**config.mk**
```make
export PLATFORM = sky130hd
export DESIGN_NAME = cpu_cycle_sequencer
export DESIGN_NICKNAME = d
export VERILOG_FILES = /design/src/rtl/cpu_pkg.sv /design/src/rtl/cpu_cycle_sequencer_nmi_edge_latch.sv /design/src/rtl/cpu_cycle_sequencer.sv
export SDC_FILE = /design/constraint.sdc
export NUM_CORES = 1
export LEC_CHECK = 0
export BUFFER_PORTS_ARGS = -buffer_cell sky130_fd_sc_hd__buf_2
export CAP_MARGIN = 10
export CORE_UTILIZATION = 42
export DETAILED_ROUTE_END_ITERATION = 12
export PLACE_DENSITY = 0.87
export SLEW_MARGIN = 0
export SYNTH_ARGS = -nofsm -noshare
export SYNTH_HDL_FRONTEND = slang
export SYNTH_SLANG_ARGS = --single-unit
```
**constraint.sdc**
```tcl
create_clock -name clk_ph1 -period 2.9 [get_ports clk_ph1]
set_input_delay 0.87 -clock clk_ph1 [delete_from_list [all_inputs] [get_ports clk_ph1]]
set_output_delay 0.87 -clock clk_ph1 [all_outputs]
set_load 0.005 [all_outputs]
```
**src/rtl/cpu_pkg.sv**
```systemverilog
// Shared definitions for the 6502 cycle sequencer: sequencer states, vectors, BRK opcode.
// SEQ_JAM_EN (optional) enables the JAM-opcode lockup state in cpu_cycle_sequencer.
package cpu_pkg;

    typedef enum logic [1:0] {
        RESET_SEQ = 2'd0,
        RUN       = 2'd1,
        INT_SEQ   = 2'd2,
        JAM       = 2'd3
    } seq_state_t;

    localparam logic [15:0] DEF_VEC_NMI   = 16'hFFFA;
    localparam logic [15:0] DEF_VEC_RESET = 16'hFFFC;
    localparam logic [15:0] DEF_VEC_IRQ   = 16'hFFFE;
    localparam logic [7:0]  OP_BRK        = 8'h00;

    // x2 opcodes that halt the NMOS 6502: 02..72 plus 92, B2, D2, F2
    function automatic logic is_jam_op(input logic [7:0] op);
        logic hi_ok;
        hi_ok = (op[7:4] <= 4'h7) || (op[7:4] == 4'h9) || (op[7:4] == 4'hB) ||
                (op[7:4] == 4'hD) || (op[7:4] == 4'hF);
        return (op[3:0] == 4'h2) && hi_ok;
    endfunction

endpackage

```
**src/rtl/cpu_cycle_sequencer_nmi_edge_latch.sv**
```systemverilog
// NMI falling-edge detector with a pending flag that holds until the vector is committed.
module nmi_edge_latch (
    input  logic clk_ph1,
    input  logic rst,
    input  logic nmi_n,
    input  logic clear,
    output logic pending
);

    logic nmi_prev_r;
    logic pending_r;
    logic edge_s;

    assign edge_s  = nmi_prev_r & ~nmi_n;
    assign pending = pending_r;

    // A fresh edge wins over a same-cycle clear so no request is lost
    always_ff @(posedge clk_ph1) begin
        if (rst) begin
            nmi_prev_r <= 1'b1;
            pending_r  <= 1'b0;
        end else begin
            nmi_prev_r <= nmi_n;
            if (edge_s) begin
                pending_r <= 1'b1;
            end else if (clear) begin
                pending_r <= 1'b0;
            end else begin
                pending_r <= pending_r;
            end
        end
    end

endmodule

```
**src/rtl/cpu_cycle_sequencer.sv**
```systemverilog
// Cycle-counter sequencer: inc/res generation, interrupt polling, forced BRK and vector select.
// Define SEQ_JAM_EN to lock the sequencer on JAM opcodes until reset.
module cpu_cycle_sequencer
    import cpu_pkg::*;
#(
    parameter logic [15:0] VEC_NMI      = DEF_VEC_NMI,
    parameter logic [15:0] VEC_RESET    = DEF_VEC_RESET,
    parameter logic [15:0] VEC_IRQ      = DEF_VEC_IRQ,
    parameter int unsigned HIJACK_CYCLE = 4
)(
    input  logic        clk_ph1,
    input  logic        rst,
    input  logic [7:0]  IR,
    input  logic [2:0]  cycle,
    input  logic        last_cycle,
    input  logic        rw,
    input  logic        rdy,
    input  logic        nmi_n,
    input  logic        irq_n,
    input  logic        i_flag,
    output logic        inc_cycle,
    output logic        res_cycle,
    output logic        force_brk,
    output logic [15:0] vec_addr,
    output logic        int_active,
    output logic        suppress_write,
    output logic        b_flag_push,
    output logic        sync
);

    localparam logic [2:0] HIJACK_CYC = 3'(HIJACK_CYCLE);

    seq_state_t  state_r, state_nxt_s;
    logic [15:0] vec_r, vec_nxt_s;
    logic        hijack_r, hijack_nxt_s;
    logic        nmi_pending_s;
    logic        nmi_clear_s;
    logic        stall_s;
    logic        brk_irq_s;
    logic        hijack_now_s;
    logic        hijack_s;
    logic        jam_hit_s;

    nmi_edge_latch u_nmi (
        .clk_ph1 (clk_ph1),
        .rst     (rst),
        .nmi_n   (nmi_n),
        .clear   (nmi_clear_s),
        .pending (nmi_pending_s)
    );

    assign stall_s = ~rdy & rw;

    // A BRK sequence heading for the IRQ vector: software BRK in RUN, or a hardware IRQ
    assign brk_irq_s = ((state_r == RUN) && (IR == OP_BRK) && (cycle != 3'd0)) ||
                       ((state_r == INT_SEQ) && (vec_r == VEC_IRQ));
    assign hijack_now_s = brk_irq_s && nmi_pending_s && (cycle == HIJACK_CYC) && !hijack_r;
    assign hijack_s     = hijack_r | hijack_now_s;

`ifdef SEQ_JAM_EN
    assign jam_hit_s = (state_r == RUN) && (cycle == 3'd1) && is_jam_op(IR);
`else
    assign jam_hit_s = 1'b0;
`endif

    // Next state: hijack commit, boundary polling, jam entry; stalls freeze everything
    always_comb begin
        state_nxt_s  = state_r;
        vec_nxt_s    = vec_r;
        hijack_nxt_s = hijack_r;
        nmi_clear_s  = 1'b0;
        if (jam_hit_s) begin
            state_nxt_s = JAM;
        end else if (stall_s) begin
            state_nxt_s = state_r;
        end else begin
            case (state_r)
                RESET_SEQ: begin
                    if (last_cycle) begin
                        state_nxt_s  = RUN;
                        vec_nxt_s    = VEC_IRQ;
                        hijack_nxt_s = 1'b0;
                    end else begin
                        state_nxt_s = RESET_SEQ;
                    end
                end
                RUN, INT_SEQ: begin
                    if (hijack_now_s) begin
                        hijack_nxt_s = 1'b1;
                        nmi_clear_s  = 1'b1;
                    end else begin
                        hijack_nxt_s = hijack_r;
                    end
                    // A hijack at this same cycle already consumed the pending NMI
                    if (last_cycle) begin
                        hijack_nxt_s = 1'b0;
                        if (nmi_pending_s && !hijack_now_s) begin
                            state_nxt_s = INT_SEQ;
                            vec_nxt_s   = VEC_NMI;
                            nmi_clear_s = 1'b1;
                        end else if (!irq_n && !i_flag) begin
                            state_nxt_s = INT_SEQ;
                            vec_nxt_s   = VEC_IRQ;
                        end else begin
                            state_nxt_s = RUN;
                            vec_nxt_s   = VEC_IRQ;
                        end
                    end else begin
                        state_nxt_s = state_r;
                    end
                end
                JAM: begin
                    state_nxt_s = JAM;
                end
                default: begin
                    state_nxt_s = RESET_SEQ;
                end
            endcase
        end
    end

    // State, committed vector and hijack flag
    always_ff @(posedge clk_ph1) begin
        if (rst) begin
            state_r  <= RESET_SEQ;
            vec_r    <= VEC_RESET;
            hijack_r <= 1'b0;
        end else begin
            state_r  <= state_nxt_s;
            vec_r    <= vec_nxt_s;
            hijack_r <= hijack_nxt_s;
        end
    end

    // Outputs from registered state plus live inputs; reset overrides everything
    always_comb begin
        inc_cycle      = 1'b0;
        res_cycle      = 1'b0;
        force_brk      = 1'b0;
        vec_addr       = VEC_IRQ;
        int_active     = 1'b0;
        suppress_write = 1'b0;
        b_flag_push    = 1'b0;
        sync           = 1'b0;
        if (rst) begin
            res_cycle      = 1'b1;
            force_brk      = 1'b1;
            vec_addr       = VEC_RESET;
            int_active     = 1'b1;
            suppress_write = 1'b1;
        end else begin
            case (state_r)
                RESET_SEQ: begin
                    force_brk      = (cycle == 3'd0);
                    vec_addr       = VEC_RESET;
                    int_active     = 1'b1;
                    suppress_write = 1'b1;
                end
                RUN: begin
                    b_flag_push = 1'b1;
                    vec_addr    = hijack_s ? VEC_NMI : VEC_IRQ;
                end
                INT_SEQ: begin
                    force_brk  = (cycle == 3'd0);
                    int_active = 1'b1;
                    vec_addr   = hijack_s ? VEC_NMI : vec_r;
                end
                JAM: begin
                    vec_addr = VEC_IRQ;
                end
                default: begin
                    vec_addr = VEC_IRQ;
                end
            endcase
            if ((state_r == JAM) || jam_hit_s) begin
                inc_cycle = 1'b0;
                res_cycle = 1'b0;
            end else if (stall_s) begin
                inc_cycle = 1'b0;
                res_cycle = 1'b0;
            end else begin
                res_cycle = last_cycle;
                inc_cycle = ~last_cycle;
                sync      = (cycle == 3'd0) && (state_r != RESET_SEQ);
            end
        end
    end

endmodule
```
==> impl_metrics.xml <==
<?xml version="1.0" encoding="UTF-8"?>
<metrics>
  <group name="clocking">
    <metric name="cts_hold_repair.buffers" unit="">0</metric>
    <metric name="cts-htree-levels" unit="">1</metric>
    <metric name="max_clock_buf_depth" unit="">2</metric>
    <metric name="cts_tree" unit="">done</metric>
    <metric name="clk_pin_slew_worst_paths" unit="ns">0.05</metric>
    <metric name="cts_inserted_buffers" unit="">3</metric>
    <metric name="clock-sinks" unit="">7</metric>
    <metric name="root_buffer_master" unit="">sky130_fd_sc_hd__clkbuf_4</metric>
    <metric name="clk-insertion-delay-late" unit="ns">0.26</metric>
  </group>
  <group name="synth">
    <metric name="postSynth.topFlopCell" unit="">sky130_fd_sc_hd__dfxtp_1</metric>
    <metric name="yosysTopAreaCell" unit="">sky130_fd_sc_hd__dfxtp_1</metric>
    <metric name="synth.avg_cell_area" unit="sq um">7.36</metric>
    <metric name="ys_types" unit="">39</metric>
    <metric name="synthTopCellsByArea" unit="">sky130_fd_sc_hd__dfxtp_1, sky130_fd_sc_hd__buf_4, sky130_fd_sc_hd__ha_1</metric>
    <metric name="postSynthRegisterBits" unit="">7</metric>
    <metric name="mappedNetlistArea" unit="sq um">707</metric>
    <metric name="synth-edff-count" unit="">0</metric>
    <metric name="synth_seq_area_share" unit="%">19.8</metric>
    <metric name="synth_async_sr_flop_share" unit="%">0</metric>
    <metric name="syn_inst" unit="">96</metric>
    <metric name="synth_warnings" unit="">0</metric>
    <metric name="post-synth-top-area-fraction" unit="%">19.8</metric>
  </group>
  <group name="setup_path">
    <metric name="critPathKind" unit="">primary input to primary output</metric>
    <metric name="cp_data_required_time" unit="ns">2.03</metric>
    <metric name="crit_path_max_fanout" unit="">3</metric>
    <metric name="cp_data_arrival_time" unit="ns">2.16</metric>
    <metric name="end_kind" unit="">primary output</metric>
    <metric name="worst_setup_path_start_kind" unit="">primary input</metric>
  </group>
  <group name="grt">
    <metric name="first_global_vias" unit="">751</metric>
    <metric name="use_met3" unit="%">2.13</metric>
    <metric name="grt_util_met2" unit="%">39.4</metric>
    <metric name="global_route.peak_usage_layer" unit="">met2</metric>
    <metric name="gr-usage-met1" unit="%">25.9</metric>
    <metric name="grt_util_all_layers" unit="%">23.2</metric>
    <metric name="grt_overflow_total" unit="">0</metric>
    <metric name="grt_antenna_before_repair" unit="">0</metric>
    <metric name="grt_max_degree" unit="">15</metric>
    <metric name="grt_pass1_wl" unit="um">3190</metric>
  </group>
  <group name="finish">
    <metric name="syn2layout_area_growth" unit="%">32.7</metric>
    <metric name="layout_common_cells" unit="">sky130_fd_sc_hd__buf_2, sky130_fd_sc_hd__conb_1, sky130_fd_sc_hd__buf_4, sky130_fd_sc_hd__nor2_1, sky130_fd_sc_hd__dfxtp_1</metric>
    <metric name="final_common_cell" unit="">sky130_fd_sc_hd__buf_2</metric>
    <metric name="final_util" unit="%">60.9</metric>
    <metric name="final_nets" unit="">159</metric>
    <metric name="n_antenna_cell" unit="">0</metric>
    <metric name="final_design_area_no_fill" unit="sq um">938</metric>
    <metric name="finalNonFillerCells" unit="">151</metric>
    <metric name="final_layout_size_suffix_gt1_share" unit="%">36.3</metric>
  </group>
  <group name="floorplanning">
    <metric name="io-pin-count" unit="">42</metric>
    <metric name="initial_utilization" unit="%">45.9</metric>
    <metric name="fp.dieArea" unit="sq um">1850</metric>
    <metric name="row_count" unit="">14</metric>
    <metric name="die_x" unit="um">43.0</metric>
    <metric name="die_height" unit="um">43.0</metric>
    <metric name="design.core.area" unit="sq um">1540</metric>
  </group>
  <group name="outcome">
    <metric name="run_status" unit="">finished with violations</metric>
    <metric name="failed_checks" unit="">setup timing</metric>
  </group>
  <group name="worst_hold_path">
    <metric name="worstHoldPathType" unit="">flop to flop</metric>
  </group>
  <group name="pwr">
    <metric name="p_leak" unit="nW">0.450</metric>
    <metric name="totalPowerFinal" unit="mW">0.300</metric>
    <metric name="power_per_cell_area" unit="nW/um^2">320</metric>
    <metric name="power.ir.vdd_worst" unit="mV">0.206</metric>
  </group>
  <group name="drt">
    <metric name="routed_wire_length_per_instance" unit="um">14.2</metric>
    <metric name="drtIter0Drc" unit="">26</metric>
    <metric name="drt.antenna.violating_nets" unit="">0</metric>
    <metric name="routed_via_density" unit="">5.52</metric>
    <metric name="totalWireLength" unit="um">2150</metric>
    <metric name="number_of_remaining_drc_errors" unit="">0</metric>
    <metric name="dr_total_vias" unit="">833</metric>
    <metric name="drt_pass_1_iters" unit="">4</metric>
  </group>
  <group name="timing">
    <metric name="min_period_over_period" unit="%">104</metric>
    <metric name="hold_violations" unit="">0</metric>
    <metric name="fin_skew" unit="ns">0.00357</metric>
    <metric name="timing.final.crit_period" unit="ns">3.03</metric>
    <metric name="timing_max_transition_violations_final" unit="">0</metric>
    <metric name="finalWorstSetupSlack" unit="ns">-0.130</metric>
    <metric name="grt_setup_unrepaired" unit="">true</metric>
    <metric name="max_freq" unit="MHz">330</metric>
    <metric name="setup_viol" unit="">5</metric>
  </group>
  <group name="job">
    <metric name="drv_cap" unit="">0</metric>
  </group>
  <group name="place">
    <metric name="place_area" unit="sq um">812</metric>
    <metric name="gp_routability_congestion" unit="">0.876</metric>
    <metric name="post-dp-hpwl" unit="um">1390</metric>
    <metric name="placed_cells_incl_taps" unit="">137</metric>
    <metric name="placement.setup.worst_slack" unit="ns">-0.0961</metric>
    <metric name="placement.io_buffers" unit="">27</metric>
  </group>
</metrics>
[cell type report]
cell class,count,area (sq um)
Timing Repair Buffer,40,239
Sequential cell,7,140
Clock buffer,4,26.3
Fill cell,146,603
Tap cell,16,20.0
Multi-Input combinational cell,79,494
Inverter,5,18.8
[where the power goes]
group | total, mW | switching (mW) | internal, mW
Combinational | 0.0973 | 0.0551 | 0.0422
Clock | 0.0941 | 0.0413 | 0.0528
Sequential | 0.109 | 0.00681 | 0.102
[through the flow]
stage	setup TNS, ns	hold slack [ns]
after floorplan	0	0.457
after global placement	-0.102	0.492
after detailed placement	-0.188	0.511
after CTS	-0.106	0.523
after global routing	-0.700	0.550
final	-0.541	0.546
[synth_stat cells, types with 2 or more instances]
master and n:
sky130_fd_sc_hd__a21oi_1 2, sky130_fd_sc_hd__nor2b_1 3, sky130_fd_sc_hd__buf_4 14, sky130_fd_sc_hd__or2_2 2
sky130_fd_sc_hd__nor2_1 11, sky130_fd_sc_hd__o21ai_0 3, sky130_fd_sc_hd__inv_1 5, sky130_fd_sc_hd__nand2_1 5
sky130_fd_sc_hd__dfxtp_1 7, sky130_fd_sc_hd__clkbuf_1 2, sky130_fd_sc_hd__o211ai_1 2, sky130_fd_sc_hd__conb_1 2
sky130_fd_sc_hd__and3_1 2, sky130_fd_sc_hd__nor3_1 3, sky130_fd_sc_hd__nor4_1 2, sky130_fd_sc_hd__or3_1 2
sky130_fd_sc_hd__o21a_1 2, sky130_fd_sc_hd__o21ai_1 2, sky130_fd_sc_hd__nand2b_1 2, sky130_fd_sc_hd__ha_1 4
[critical path, stage by stage]
cell                       delay (ns)
sky130_fd_sc_hd__buf_2           0.11
sky130_fd_sc_hd__nor4_4          0.23
sky130_fd_sc_hd__a31oi_1         0.15
sky130_fd_sc_hd__or3_4           0.42
sky130_fd_sc_hd__a211oi_2        0.23
sky130_fd_sc_hd__buf_2           0.15
[routing by layer]
metal	vias to the layer above	wire length (um)	share of wire, %
met2	60	1050	49
met1	370	782	36
met4	0	104	4.8
li1	391	-	-
met5	-	0	0
met3	12	211	9.8
[what timing repair did]
item / CTS / global route
gates resized for setup: 2 / 2
buffers inserted: 10 / 0
pin swaps: 1 / 1
setup endpoints to repair: 2 / 5
[final timing paths]
check	from	end	slack (ns)	depth (start not counted)
setup / recovery	IR[6]	vec_addr[1]	-0.13	6
hold / removal	vec_r[1]	vec_r[1]	0.55	2
setup reg to reg	state_r[1]	vec_r[2]	-0.09	17
hold reg to reg	vec_r[1]	vec_r[1]	0.55	2
[cells by family after synthesis]
group,after synthesis,share of synthesized area [%]
adders and majority gates,4,7.08
AOI/OAI and AO/OA,22,22.7
DFF,7,19.8
and+or+nand+nor,39,30.1
other,2,1.06
buffers and inverters,22,19.3
[registers in the layout, summed over array words and instances, names as in the netlist]
register and cells:
vec_r 2, u_nmi.pending 1, u_nmi.nmi_prev_r 1, state_r 2
hijack_r 1
No activity file was read; power rests on OpenSTA's default activity.
